<file path="src/rtl/pc_fetch_unit.sv">
// Program counter and fetch sequencer: FETCH -> WAIT_MEM -> EXEC, minimum 3 cycles per instruction.
// Memory backpressure via imem_req/imem_ack (request held until ack); execute completion via exec_done pulse.
module pc_fetch_unit #(
  parameter logic [31:0] RESET_PC = 32'd0,
  parameter logic [4:0]  LINK_REG = 5'd31
) (
  input  logic        clk,
  input  logic        rst_n,
  output logic        imem_req,
  output logic [31:0] imem_addr,
  input  logic        imem_ack,
  input  logic [31:0] imem_rdata,
  output logic [31:0] ir,
  output logic        ir_valid,
  input  logic [31:0] instr_ID,
  input  logic [31:0] br_out,
  input  logic        exec_done,
  input  logic        halt,
  output logic [31:0] pc,
  output logic        link_we,
  output logic [4:0]  link_addr,
  output logic [31:0] link_data,
  output logic        halted
);

  typedef enum logic [1:0] {FETCH, WAIT_MEM, EXEC, HALTED} state_t;

  state_t      state;
  logic [31:0] pc_inc;
  logic [31:0] next_pc;
  logic        is_rel_br;
  logic        is_abs_jmp;
  logic        is_jal;

  // IDs 15-20 are pc-relative (br_out = 0 means not taken), 21-23 absolute.
  always_comb begin
    pc_inc     = pc + 32'd1;
    is_rel_br  = (instr_ID >= 32'd15) && (instr_ID <= 32'd20);
    is_abs_jmp = (instr_ID >= 32'd21) && (instr_ID <= 32'd23);
    is_jal     = (instr_ID == 32'd23);
    next_pc    = pc_inc;
    if (is_rel_br) begin
      next_pc = pc_inc + br_out;
    end else if (is_abs_jmp) begin
      next_pc = br_out;
    end
  end

  assign imem_addr = pc;
  assign link_addr = LINK_REG;

  always_ff @(posedge clk) begin
    if (!rst_n) begin
      state     <= FETCH;
      pc        <= RESET_PC;
      ir        <= 32'd0;
      ir_valid  <= 1'b0;
      imem_req  <= 1'b0;
      link_we   <= 1'b0;
      link_data <= 32'd0;
      halted    <= 1'b0;
    end else begin
      link_we <= 1'b0;
      case (state)
        FETCH: begin
          if (halt) begin
            state    <= HALTED;
            halted   <= 1'b1;
            imem_req <= 1'b0;
          end else begin
            state    <= WAIT_MEM;
            imem_req <= 1'b1;
          end
        end
        WAIT_MEM: begin
          if (imem_ack) begin
            ir       <= imem_rdata;
            ir_valid <= 1'b1;
            imem_req <= 1'b0;
            state    <= EXEC;
          end
        end
        EXEC: begin
          if (exec_done) begin
            pc       <= next_pc;
            ir_valid <= 1'b0;
            if (is_jal) begin
              link_we   <= 1'b1;
              link_data <= pc_inc;
            end
            if (halt) begin
              state  <= HALTED;
              halted <= 1'b1;
            end else begin
              state <= FETCH;
            end
          end
        end
        HALTED: begin
          imem_req <= 1'b0;
          halted   <= 1'b1;
        end
        default: state <= FETCH;
      endcase
    end
  end

endmodule

</file>
<file path="config.mk">
export PLATFORM = sky130hd
export DESIGN_NAME = pc_fetch_unit
export DESIGN_NICKNAME = d
export VERILOG_FILES = /design/src/rtl/pc_fetch_unit.sv
export SDC_FILE = /design/constraint.sdc
export NUM_CORES = 1
export LEC_CHECK = 0
export ABC_AREA = 1
export CAP_MARGIN = 20
export CORE_ASPECT_RATIO = 1.2
export CORE_UTILIZATION = 49
export DETAILED_ROUTE_END_ITERATION = 12
export PLACE_DENSITY = 0.82
export SKIP_CTS_REPAIR_TIMING = 1
export SLEW_MARGIN = 10
export SYNTH_ARGS = -nofsm -noshare
export SYNTH_HDL_FRONTEND = slang
export SYNTH_SLANG_ARGS = --single-unit
</file>
<file path="constraint.sdc">
create_clock -name clk -period 3.55 [get_ports clk]
set_input_delay 0.8875 -clock clk [delete_from_list [all_inputs] [get_ports clk]]
set_output_delay 0.8875 -clock clk [all_outputs]
set_load 0.03 [all_outputs]
</file>
* Word-level counts from Yosys, hierarchy flattened
Index checks and enable logic that the tools add are counted.
** Cells by class
- Reductions and logical operators :: 15
- Shift-type cells :: 0
- Muxes and demuxes :: 17
- Equal/unequal tests :: 6
- Bitwise operators :: 0
- Magnitude comparators :: 4
- Divide/modulo/power cells :: 0
- $add $sub $neg :: 2
- Multiply operators :: 0
** Operators by type and width (number)
- $le 32x5->1 const B :: 2
- $mux 32 :: 2
- $add 32x1->32 const B :: 1
- $add 32x32->32 :: 1
- $eq 32x5->1 const B :: 1
- $ge 32x4->1 const B :: 1
- $ge 32x5->1 const B :: 1
- $reduce_and 3->1 :: 4
- $reduce_bool 3->1 :: 3
- $mux 2 :: 4
- $reduce_and 2->1 :: 4
- $mux 1 :: 7
- $pmux 1 s3 :: 2
- $pmux 2 s3 :: 1
- $eq 2x2->1 const B :: 2
- $ne 2x2->1 const B :: 2
- $eq 2x1->1 const B :: 1
- $logic_and 1x1->1 :: 2
- $logic_not 2->1 :: 1
- $pmux 1 s2 :: 1
- $reduce_bool 2->1 :: 1
** Word-level totals
- Memories kept :: 0
- Bits of input ports :: 101
- Flip-flop bits (word level) :: 102
- Logic and storage cells :: 52
- Bits in read-only memories :: 0
- Output and inout port bits :: 137
- Bits in latches :: 0
- Bits in writable memories :: 0

* Logic depth before layout (Yosys ltp)
- Word-level depth :: 4
- Mapped depth :: 22
- Mapped depth without buffers :: 22

* Worst setup path before layout
OpenSTA, ideal clock, no wires.
- Path kind :: register -> register
- From :: reg pc[1] (netlist: imem_addr[1])
- To :: reg pc[31] (netlist: imem_addr[31])
- Slack :: 0.584 ns
- Clock period less this slack :: 2.966 ns
- Buffers on the path :: 0
- Cell stages (with the launch flop) :: 20
- Setup time :: 0.122 ns
- Arrival time :: 2.844 ns
- Cells stage by stage :: dfxtp_1 -> ha_1 -> inv_1 -> nor2_1 -> nand2_1 -> nor2_1 -> nand2_1 -> xor2_1 -> inv_1 -> ha_1 -> nand2_1 -> nor2_1 -> inv_1 -> nor2_1 -> and2_1 -> nand2_1 -> nand2_1 -> nand2_1 -> nand3_1 -> a21oi_2
** Between the ends
- Word-level cells in the longest chain between the ends :: 3
- Elaborated cells on any way between the ends :: 4
- Those cells by class :: 2 x add/sub; 2 x mux
** RTL lines
- start: declaration :: line 19 : output logic [31:0] pc,
- start signal: assignment :: line 85 : pc <= next_pc;
- $add 32x1->32 :: line 37 : pc_inc = pc + 32'd1;
- via pc_inc[20] :: line 29 : logic [31:0] pc_inc;
- $add 32x32->32 :: line 43 : next_pc = pc_inc + br_out;
- $mux 32 :: line 42 : if (is_rel_br) begin
The timed path passes the listed nets, and every way through them passes these cells.
A chain may end at the register's enable or synchronous reset.

* Final worst setup path
- From :: reg pc[0] (netlist: imem_addr[0])
- To :: reg pc[26] (netlist: imem_addr[26])
Same word-level chain as after synthesis.

==> results_dict.tcl <==
set metrics [dict create \
    status "finished clean" \
    first_global_vias 8699 \
    stdcell_count 1795 \
    ys_seq_elements 102 \
    place_area_sq_mm 0.0106 \
    yosysTopAreaCellShare_pct 24.9 \
    total_power_w 0.00510 \
    worstPathCellList "ha_4 -> inv_1 -> nor2_1 -> nand2_2 -> nor2_4 -> nand2_1 -> xor2_2 -> inv_1 -> ha_1 -> nand2_1 -> nor3_1 -> nand2_1 -> nor2_1 -> nand2_1 -> nand3b_1 -> nand3_1 -> a21oi_1" \
    synth_top_area_cell "dfxtp_1" \
    critPathCaptureType "flop" \
    die_w_um 120 \
    final_layout_size_suffix_gt1_share_pct 5.50 \
    cpMaxStageDelayCell "dfxtp_1" \
    drt-initial-drc-count 852 \
    antenna_found_initial 0 \
    vias 9582 \
    dp.cells 1779 \
    syn_avg_cell_area_sq_um 5.96 \
    port_buffers 232 \
    io_pins 238 \
    async_reset_ff_share_pct 0 \
    cts_buffers 9 \
    max_slew_margin_pct 46.3 \
    grt_max_degree 61 \
    setup_violations 0 \
    rows 51 \
    viasPerCell 5.34 \
    htree_levels 3 \
    syn-cell-area_sq_mm 0.00819 \
    cpMostUsedCell "nand2_1" \
    wl_um 29900 \
    die_area_sq_mm 0.0172 \
    utilization_pct 67.2 \
    gp_congestion 0.990 \
    timing.fmax_mhz 296 \
    post-route-min-period_ps 3370 \
    overflow 0 \
    final.setup.tns_ps 0 \
    drtPass1Iterations 5 \
    ir_drop_uv 250 \
    synthCells 1373 \
    antenna_left 0 \
    die_y_um 144 \
    fill_cells 1534 \
    hold_path_class "reg -> reg" \
    post-route-period-util_pct 95.0 \
    syn2layout_area_growth_pct 33.6 \
    drc_errors 0 \
    yosysSeqAreaShare_pct 24.9 \
    final_cell_area_sq_mm 0.0109 \
    clock-sinks 102 \
    clock_latency_ps 360 \
    worstPathMaxFanout 6 \
    cts_tree "built" \
    cpPeakStageDelay_ps 480 \
    grt_util_all_layers_pct 34.5 \
    crit_path_start_kind "flop" \
    crit_type "reg -> reg" \
    insertedDiodeCount 0 \
    p_leak_nw 5.26 \
    cts_root_buf "clkbuf_16" \
    yosys_most_used_dff "dfxtp_1" \
    yosys.cell_types.count 43 \
    cts_max_path_buffers 2 \
    path_clk_slew_ps 80 \
    core_area_sq_mm 0.0163 \
    synthTopCellsByArea "dfxtp_1 25%, nand2_1 16%, inv_1 9.0%, nor2_1 8.7%, ha_1 6.6%" \
    avgRoutedWirePerCell_um 16.6 \
    grt_pass1_wl_um 46200 \
    worstPathRequired_ps 3840 \
    hold_violations 0 \
    drv_cap 0 \
    synth_enable_flop_cells 0 \
    yosysWarnings 0 \
    powerDensity_mw_per_mm2 466 \
    arrival_ps 3660 \
    worst_pin_slew_ps 805 \
    slew_violations 0 \
    start_util_pct 50.3 \
    skew_ps 11.8 \
    place_hpwl_um 23500 \
    nNetsFinal 1723 \
]
[critical path: cells and delay by family, from the launching register on]
| family | cells | cell delay, ps |
|---|---|---|
| compound gates | 1 | 150 |
| xor+xnor | 1 | 240 |
| fa+ha+maj | 2 | 600 |
| buf+inv | 2 | 140 |
| flops | 1 | 480 |
| simple gates | 11 | 1700 |
[synthesized netlist by cell type (2+ instances only)]
| library cell | count |
|---|---|
| buf_4 | 40 |
| nor2_2 | 2 |
| nand3_1 | 74 |
| nand2_2 | 7 |
| a21oi_1 | 102 |
| buf_1 | 3 |
| clkbuf_1 | 17 |
| ha_1 | 43 |
| o21ai_0 | 103 |
| a21oi_2 | 2 |
| nor4_1 | 2 |
| nor3_1 | 13 |
| inv_2 | 3 |
| inv_1 | 196 |
| and2_1 | 2 |
| or2_2 | 3 |
| o21bai_1 | 2 |
| buf_2 | 13 |
| nand4_1 | 23 |
| xor2_1 | 19 |
| o211ai_1 | 2 |
| o21ai_1 | 13 |
| xnor2_1 | 7 |
| a21o_1 | 2 |
| nor2_4 | 4 |
| dfxtp_1 | 102 |
| buf_6 | 6 |
| nand3b_1 | 8 |
| or2_0 | 2 |
| nor2_1 | 189 |
| nand2_1 | 357 |
[final timing paths]
path / startpoint / to / slack, ps / cells past startpoint
max: imem_addr[0] / imem_addr[26] / 180 / 17
min: halted / halted / 450 / 2
max reg2reg: imem_addr[0] / imem_addr[26] / 180 / 17
min reg2reg: halted / halted / 450 / 2
[report_power, final]
part / total, W / internal, W / switching, W
clock network: 0.000995 / 0.000493 / 0.000502
registers: 0.00149 / 0.00131 / 0.000184
logic: 0.00261 / 0.00100 / 0.00161
total: 0.00510 / 0.00281 / 0.00229
[per-layer routing]
metal | GRT usage [%] | wire length [um]
met5 | 0 | 0
met4 | 13.6 | 978
met2 | 56.8 | 13700
met1 | 45.1 | 12300
met3 | 5.24 | 2880
[sequential cells by signal, indices dropped and copies added (netlist names)]
| signal | count |
|---|---|
| imem_addr | 32 |
| ir | 32 |
| link_data | 32 |
| state | 2 |
| halted | 1 |
| imem_req | 1 |
| ir_valid | 1 |
| link_we | 1 |
[through the flow]
stage	setup WS [ps]	hold WS, ps
floorplan	584	507
global placement	55.4	437
detailed placement	54.5	440
CTS	-30.2	452
global route	-6.36	504
finish	177	451
[logic make-up after synthesis]
group                    count (synthesis)  share of synthesized area (%)
buffers and inverters                  279                           15.4
AO/OA/AOI/OAI                          230                           14.4
adder cells (fa/ha/maj)                 44                           6.82
flip-flops                             102                           24.9
AND/OR/NAND/NOR                        691                           35.6
other                                    1                         0.0458
XOR/XNOR                                26                           2.78
[cell usage in the layout (no fill, tap or decap), drive strengths merged, types with 9 or more instances in the layout]
master         Yosys  routed
a21oi            104     104
buf               62      39
clkbuf            18       9
clkdlybuf4s50      0     231
dfxtp            102     102
ha                43      43
inv              199     201
nand2            364     364
nand3             75      75
nand4             23      23
nor2             196     196
nor3              14      14
o21ai            117     117
xor2              19      19
[layout make-up]
type	instances	area, sq um	share of cell area (%)
Timing Repair Buffer	270	2630	24.0
Clock inverter	7	68.8	0.629
Tap cell	212	265	2.43
Clock buffer	9	225	2.06
Sequential cell	102	2040	18.7
Multi-Input combinational cell	996	4960	45.3
Inverter	199	747	6.83
Power figures use the tool's default switching activity.
